## config.mk

```make
export PLATFORM = sky130hd
export DESIGN_NAME = izh_param_loader
export DESIGN_NICKNAME = d
export VERILOG_FILES = /design/src/rtl/izh_pkg.sv /design/src/rtl/izh_param_loader.sv
export SDC_FILE = /design/constraint.sdc
export NUM_CORES = 1
export LEC_CHECK = 0
export BUFFER_PORTS_ARGS = -buffer_cell sky130_fd_sc_hd__buf_2
export CAP_MARGIN = 20
export CELL_PAD_IN_SITES_DETAIL_PLACEMENT = 0
export CELL_PAD_IN_SITES_GLOBAL_PLACEMENT = 1
export CORE_ASPECT_RATIO = 1.5
export CORE_MARGIN = 2
export CORE_UTILIZATION = 43
export CTS_CLUSTER_SIZE = 14
export DETAILED_ROUTE_END_ITERATION = 12
export GPL_ROUTABILITY_DRIVEN = 0
export GPL_TIMING_DRIVEN = 0
export PLACE_DENSITY = 0.83
export SKIP_LAST_GASP = 1
export SLEW_MARGIN = 20
export SYNTH_ARGS = -nofsm -noshare
export SYNTH_HDL_FRONTEND = slang
export SYNTH_SLANG_ARGS = --single-unit
export TNS_END_PERCENT = 50
```

## constraint.sdc

```tcl
create_clock -name clk -period 2.4 [get_ports clk]
set_input_delay 0.24 -clock clk [delete_from_list [all_inputs] [get_ports clk]]
set_output_delay 0.24 -clock clk [all_outputs]
set_load 0.005 [all_outputs]
```

## src/rtl/izh_pkg.sv

```systemverilog
// Shared definitions for the Izhikevich parameter loader.
// Holds frame defaults, the loader FSM encoding and the preset parameter table.
package izh_pkg;

    localparam int          DEF_TIMEOUT_CYCLES = 200;
    localparam logic [7:0]  DEF_FRAME_HEADER   = 8'hA5;

    typedef enum logic [2:0] {
        ST_IDLE  = 3'd0,
        ST_GET_A = 3'd1,
        ST_GET_B = 3'd2,
        ST_GET_C = 3'd3,
        ST_GET_D = 3'd4,
        ST_GET_CK = 3'd5
    } izh_state_t;

    // Preset parameters packed as {a, b, c, d}.
    localparam logic [31:0] PRESET_RS = 32'h02_33_00_08;
    localparam logic [31:0] PRESET_FS = 32'h0D_33_00_02;
    localparam logic [31:0] PRESET_CH = 32'h02_33_0F_02;
    localparam logic [31:0] PRESET_IB = 32'h02_33_05_04;

    function automatic logic [31:0] preset_params(input logic [1:0] sel);
        logic [31:0] p;
        case (sel)
            2'd0:    p = PRESET_RS;
            2'd1:    p = PRESET_FS;
            2'd2:    p = PRESET_CH;
            default: p = PRESET_IB;
        endcase
        return p;
    endfunction

endpackage

```

## src/rtl/izh_param_loader.sv

```systemverilog
// Loads Izhikevich neuron parameters from a checksummed byte frame or a preset table.
// Outputs only change on a whole validated frame or a preset commit.
module izh_param_loader
    import izh_pkg::*;
#(
    parameter int         TIMEOUT_CYCLES = DEF_TIMEOUT_CYCLES,
    parameter logic [7:0] FRAME_HEADER   = DEF_FRAME_HEADER
) (
    input  logic       clk,
    input  logic       reset,
    input  logic [7:0] data_in,
    input  logic       data_valid,
    input  logic [1:0] preset_sel,
    input  logic       preset_load,
    output logic [7:0] param_a,
    output logic [7:0] param_b,
    output logic [7:0] param_c,
    output logic [7:0] param_d,
    output logic       params_ready,
    output logic       load_busy,
    output logic       load_error,
    output logic [2:0] fsm_state
);

    // Handshake: a byte is transferred on every rising edge where data_valid=1;
    // there is no ready/backpressure, the loader accepts every strobed byte.

    localparam logic [8:0] TIMEOUT_LIMIT = 9'(TIMEOUT_CYCLES);

    izh_state_t state;
    logic [7:0] shadow_a;
    logic [7:0] shadow_b;
    logic [7:0] shadow_c;
    logic [7:0] shadow_d;
    logic [7:0] idle_count;
    logic [7:0] frame_xor;

    assign frame_xor = shadow_a ^ shadow_b ^ shadow_c ^ shadow_d;
    assign load_busy = (state != ST_IDLE);
    assign fsm_state = state;

    always_ff @(posedge clk) begin
        if (reset) begin
            state        <= ST_IDLE;
            shadow_a     <= 8'h00;
            shadow_b     <= 8'h00;
            shadow_c     <= 8'h00;
            shadow_d     <= 8'h00;
            idle_count   <= 8'h00;
            param_a      <= 8'h00;
            param_b      <= 8'h00;
            param_c      <= 8'h00;
            param_d      <= 8'h00;
            params_ready <= 1'b0;
            load_error   <= 1'b0;
        end else if (state == ST_IDLE) begin
            idle_count <= 8'h00;
            // A preset request takes priority over a simultaneous byte.
            if (preset_load) begin
                {param_a, param_b, param_c, param_d} <= preset_params(preset_sel);
                params_ready <= 1'b1;
                load_error   <= 1'b0;
            end else if (data_valid && data_in == FRAME_HEADER) begin
                state <= ST_GET_A;
            end
        end else if (data_valid) begin
            idle_count <= 8'h00;
            case (state)
                ST_GET_A: begin
                    shadow_a <= data_in;
                    state    <= ST_GET_B;
                end
                ST_GET_B: begin
                    shadow_b <= data_in;
                    state    <= ST_GET_C;
                end
                ST_GET_C: begin
                    shadow_c <= data_in;
                    state    <= ST_GET_D;
                end
                ST_GET_D: begin
                    shadow_d <= data_in;
                    state    <= ST_GET_CK;
                end
                ST_GET_CK: begin
                    if (data_in == frame_xor) begin
                        param_a      <= shadow_a;
                        param_b      <= shadow_b;
                        param_c      <= shadow_c;
                        param_d      <= shadow_d;
                        params_ready <= 1'b1;
                        load_error   <= 1'b0;
                    end else begin
                        load_error <= 1'b1;
                    end
                    state <= ST_IDLE;
                end
                default: state <= ST_IDLE;
            endcase
        end else if ({1'b0, idle_count} + 9'd1 == TIMEOUT_LIMIT) begin
            state      <= ST_IDLE;
            load_error <= 1'b1;
            idle_count <= 8'h00;
            shadow_a   <= 8'h00;
            shadow_b   <= 8'h00;
            shadow_c   <= 8'h00;
            shadow_d   <= 8'h00;
        end else begin
            idle_count <= idle_count + 8'd1;
        end
    end

endmodule

```

After elaboration in Yosys (flattened, before gate mapping):

Index checks and enable logic that the tools add are counted.

* equality and inequality tests: 18
* bitwise logic cells: 4
* reductions and logical operators: 17
* muxes and demuxes: 47
* $add $sub $neg: 2

Operators by type and width (count)
* 8-bit two-way mux: 29
* 28-bit case mux with 3 select lines: 1
* 8-bit bitwise XOR: 3
* 3-bit AND reduction: 6
* 3-bit two-way mux: 5
* 3-bit case mux with 4 select lines: 1
* 1-bit two-way mux: 11
* 2-bit by 1-bit inequality test with 1-bit output, second input constant: 5
* 8-bit by 1-bit adder with 9-bit output, second input constant: 1
* 9-bit by 8-bit equality test with 1-bit output, second input constant: 1
* 8-bit by 1-bit adder with 8-bit output, second input constant: 1
* 8-bit equality test: 1
* 8-bit equality test, second input constant: 1
* 2-bit nonzero test: 4
* 3-bit by 2-bit equality test with 1-bit output, second input constant: 2
* 3-bit equality test, second input constant: 2
* 3-bit nonzero test: 2
* 2-bit inequality test, second input constant: 2
* 4-bit AND reduction: 1
* 4-bit OR reduction: 1
* 3-bit by 1-bit equality test with 1-bit output, second input constant: 1
* 3-bit logical NOT: 1
* 3-bit by 1-bit inequality test with 1-bit output, second input constant: 1
* 2-bit by 1-bit equality test with 1-bit output, second input constant: 1
* 4 further kinds: 4

* input bits: 14
* bits in registers: 77
* output and inout port bits: 38
* logic and storage cells: 100

Depth between registers and ports, before layout:

* word-level depth: 8
* gate-level depth with buffers: 8
* gate-level depth less buffers: 7

Least setup slack after synthesis:

OpenSTA, ideal clock, no wires.

* path type: flip-flop to flip-flop
* from: reg shadow_b[1]
* to: reg param_c[0]
* path buffers: 1
* data required time: 2.273 ns
* arrival: 2.064 ns
* clock period less this slack: 2.191 ns
* setup slack: 0.209 ns
* library setup time: 0.127 ns
* cell stages (with the launch flop): 8
* cells stage by stage: dfxtp_1 -> xnor3_1 -> a222oi_1 -> nand4_1 -> nor4_4 -> or2_2 -> buf_2 -> o21ai_0

* longest elaborated chain between the ends: 6

Ends and longest elaborated chain
* start, declared: line izh_param_loader.sv:32 `logic [7:0] shadow_b;`
* start signal, assigned: line izh_param_loader.sv:74 `shadow_b <= data_in;`
* 8-bit bitwise XOR (3 in a row): line izh_param_loader.sv:38 `assign frame_xor = shadow_a ^ shadow_b ^ shadow_c ^ shadow_d;`
* 8-bit equality test: line izh_param_loader.sv:86 `if (data_in == frame_xor) begin`
* 2-bit nonzero test (no source line)
* 4-bit AND reduction (no source line)
* end signal, assigned: line izh_param_loader.sv:60 `{param_a, param_b, param_c, param_d} <= preset_params(preset_sel);`
* end signal, assigned: line izh_param_loader.sv:89 `param_c <= shadow_c;`
* end, declared: line izh_param_loader.sv:17 `output logic [7:0] param_c,`

Every way passes these cells.
A chain may end at the register's enable or synchronous reset.

Final worst setup path:

* from: reg idle_count[0]
* to: reg shadow_d[1]

* longest elaborated chain between the ends: 4

Ends and longest elaborated chain
* start, declared: line izh_param_loader.sv:35 `logic [7:0] idle_count;`
* start signal, assigned: line izh_param_loader.sv:109 `idle_count <= idle_count + 8'd1;`
* 8-bit by 1-bit adder with 9-bit output: line izh_param_loader.sv:100 `end else if ({1'b0, idle_count} + 9'd1 == TIMEOUT_LIMIT) begin`
* 9-bit by 8-bit equality test with 1-bit output: line izh_param_loader.sv:100
* 2-bit nonzero test (no source line)
* 3-bit AND reduction (no source line)
* end signal, assigned: line izh_param_loader.sv:82 `shadow_d <= data_in;`
* end, declared: line izh_param_loader.sv:34 `logic [7:0] shadow_d;`

Every way passes these cells.

==> impl_metrics.csv <==
group,metric,value,unit
run_status,status,"finished, final reports clean",
floorplanning,start_util,44.7,%
hold_path,hold_class,"in2reg",
power,powerDensity,791,mW/mm2
cells_and_area,final_cell_mix,"75 x dfxtp_1, 52 x buf_2, 45 x nor2_1",
detailed_routing,drc_errors,0,
detailed_routing,routedWlPerCell,15.7,um
setup_path,path_delay_family,"simple AND/OR/NAND/NOR gates",
sta,whs,0.275,ns
sta,layout_setup_ws,0.0204,ns
setup_path,reg2reg_from,"idle_count[0]",
clock_tree,clk_latency,0.34,ns
power,total_power,3.41,mW
placed_design,dpl.hpwl,6730,um
hold_path,holdCritStartpoint,"reset",
cells_and_area,drive_gt1_share,19.9,%
sta,min_period,2.38,ns
setup_path,worstSetupStartpointType,"register",
clock_tree,cts_inserted_buffers,9,
cells_and_area,nFillCells,774,
detailed_routing,firstDrtPassIters,4,
clock_tree,cts_root_buffer,"clkbuf_16",
floorplanning,dieArea,0.00914,mm2
global_routing,gr-total-overflow,0,
detailed_routing,wl_met3,319,um
cells_and_area,final_common_cell,"dfxtp_1",
setup_path,path_max_fanout,8,
setup_path,critPathBufInv,0,
synth,ys_types,44,
setup_path,critPathCaptureType,"register",
setup_path,required,2.61,ns
setup_path,r2r_cells,7,
clock_tree,cts_max_path_buffers,2,
placed_design,detailedPlace.worstSlack,-0.355,ns
setup_path,crit_path_frequent_cell,"nand2_1",
detailed_routing,drt-initial-drc-count,172,
clock_tree,cts_tree,"yes",
detailed_routing,highest_layer,"met4",
sta,worst_pin_slew,0.767,ns
detailed_routing,vias,2975,
floorplanning,row_count,40,
sta,max_freq,420,MHz
setup_path,critical_path.cell_chain,"ha_1, nand2_1, nor4_1, nand2_1, a21oi_2, mux2i_1, nor2_1",
cells_and_area,n_antenna_cell,0,
synth,synthCells,395,
sta,drv_slew,0,
floorplanning,die_x,78.7,um
sta,rsz0062_at_grt,"yes",
hold_path,whs_path_depth,3,
setup_path,worst-setup-path-type,"reg2reg",
global_routing,grt_pass1_vias,2888,
clock_tree,h-tree-depth,3,
global_routing,grt_pass1_wl,14300,um
detailed_routing,ant_nets,0,
placed_design,dpl.cell_count,551,
detailed_routing,wl_met2,4570,um
sta,finalSetupViolCount,0,
detailed_routing,drt_wl_total,8900,um
floorplanning,core_area,0.00806,mm2
sta,fin_crit_sh,99.1,%
setup_path,crit_arrival,2.59,ns
cells_and_area,register_area,0.00154,mm2
placed_design,io_buffers,51,
hold_path,hold_end,"params_ready",
global_routing,grt.total_usage,20.7,%
global_routing,grt_max_degree,12,
clock_tree,ctsHoldBuffers,0,
synth,synth_fp_nets,415,
sta,hold_viol,0,
cells_and_area,finalNonFillerCells,567,
setup_path,crit_slowest_cell,"a21oi_2",
sta,clock_skew,0.00690,ns
power,peakVddDrop,0.403,mV
sta,slew_headroom,48.9,%
setup_path,r2r_end,"shadow_d[1]",
setup_path,regToRegSetupSlack,0.02,ns
clock_tree,numClockSinks,77,
synth,avgSynthCellArea,9.12,um2
detailed_routing,drt-met1-wl,3800,um
floorplanning,dieHeight,116,um
detailed_routing,via_per_inst,5.25,
cells_and_area,area_delta_synth_final,19.8,%
global_routing,antenna_found_initial,0,
cells_and_area,multi_input_area,0.00195,mm2
job,max_cap_violations,0,
synth,seq_area_frac_synth,42.8,%
floorplanning,boundaryPins,52,
synth,synth_area,0.00360,mm2
setup_path,max_stage_delay,0.68,ns
cells_and_area,finalNetCount,479,
synth,ys_warn_count,0,
clock_tree,clkTransAtPathRegs,0.05,ns
power,p_leak,1.69,nW
synth,ys_ff_latch,77,
[cell families (layout without fill, tap and decap cells)]
logic type               after synthesis  count (layout)  synth area share, %
AO/OA/AOI/OAI                         64              64                 10.9
XOR/XNOR                              27              27                 9.62
adder cells (fa/ha/maj)                6               6                 2.08
buffers and inverters                 29              96                 3.26
flip-flops                            77              77                 42.8
multiplexers                          29              29                 8.09
AND/OR/NAND/NOR                      163             163                 23.3
[timing repair]
item,CTS,global route
setup buffers,2,1
pin swaps,1,1
hold endpoints to repair,0,0
setup endpoints to repair,41,62
resized for setup,4,14
[worst max path at each step]
stage	depth (start not counted)	slack [ns]	endpoint	start
floorplan	7	0.21	param_c[0]	shadow_b[1]
global placement	7	-0.34	param_d[6]	shadow_b[1]
detailed placement	8	-0.36	shadow_c[6]	idle_count[0]
CTS	8	0.02	param_c[3]	shadow_b[1]
global route	7	-0.20	shadow_d[3]	idle_count[0]
finish	7	0.02	shadow_d[1]	idle_count[0]
[power by group]
group | total, mW | switching (mW) | internal [mW]
Combinational | 0.686 | 0.397 | 0.290
Sequential | 1.42 | 0.0544 | 1.37
Clock | 1.31 | 0.486 | 0.820
[registers in the layout, summed over array words and instances (netlist names)]
name          flops
idle_count        8
param_a           8
param_b           8
param_c           8
param_d           8
shadow_a          8
shadow_b          8
shadow_c          8
shadow_d          8
fsm_state         3
load_error        1
params_ready      1
[routing by layer]
metal	global-route usage, %	up-vias
li1	-	1493
met1	24.2	1403
met2	36.4	65
met3	3.40	14
met4	10.5	0
met5	0	-
[per-stage QoR]
step                      instance area (um2)  setup TNS [ns]  utilization [%]
after global placement                   3990           -9.99             49.5
after detailed placement                 3990           -9.52             49.5
after CTS                                4300               0             53.3
after global routing                     4320           -3.76             53.6
final                                    4320               0             53.6
after floorplan                          3600               0                -
[final cells by class]
class | instances | area share (%)
Multi-Input combinational cell | 289 | 45.3
Sequential cell | 77 | 35.8
Timing Repair Buffer | 54 | 6.43
Clock buffer | 12 | 5.71
Tap cell | 105 | 3.04
Buffer | 21 | 2.35
Clock inverter | 2 | 0.812
Inverter | 7 | 0.609
[synthesized netlist by cell type]
cell type | count | share of area [%]
dfxtp_1 | 77 | 43
nor2_1 | 45 | 4.7
nand2_1 | 42 | 4.4
a21oi_1 | 35 | 4.9
mux2i_1 | 28 | 7.8
nor3_1 | 20 | 2.8
clkbuf_1 | 17 | 1.8
nand3b_1 | 17 | 3.5
xnor2_1 | 13 | 3.2
and2_1 | 12 | 2.1
a211oi_1 | 9 | 1.9
or3b_2 | 8 | 1.9
xnor3_1 | 8 | 5.0
ha_1 | 6 | 2.1
inv_1 | 6 | 0.62
nor2b_1 | 6 | 1.0
o21ai_0 | 6 | 0.83
xor2_1 | 6 | 1.5
a21oi_2 | 3 | 0.73
buf_2 | 3 | 0.42
nand3_1 | 2 | 0.28
nor4b_1 | 2 | 0.49
o221ai_1 | 2 | 0.49
or3_1 | 2 | 0.35
a21boi_0 | 1 | 0.21
a222oi_1 | 1 | 0.28
a22oi_1 | 1 | 0.21
a2bb2oi_1 | 1 | 0.24
a31oi_1 | 1 | 0.17
a32o_1 | 1 | 0.28
and2_0 | 1 | 0.17
and3_1 | 1 | 0.17
buf_4 | 1 | 0.21
clkbuf_2 | 1 | 0.14
clkinv_1 | 1 | 0.10
mux2_2 | 1 | 0.31
nand4_1 | 1 | 0.17
nor3_2 | 1 | 0.28
nor4_1 | 1 | 0.17
nor4_4 | 1 | 0.59
o21a_1 | 1 | 0.21
o221a_2 | 1 | 0.31
o22ai_1 | 1 | 0.17
or2_2 | 1 | 0.17
[worst register-to-register path: stages, from the launching register on]
cell     delay, ns
dfxtp_1       0.35
ha_1          0.21
nand2_1       0.11
nor4_1        0.31
nand2_1       0.26
a21oi_2       0.68
mux2i_1       0.27
nor2_1        0.06
Power figures use the tool's default switching activity.
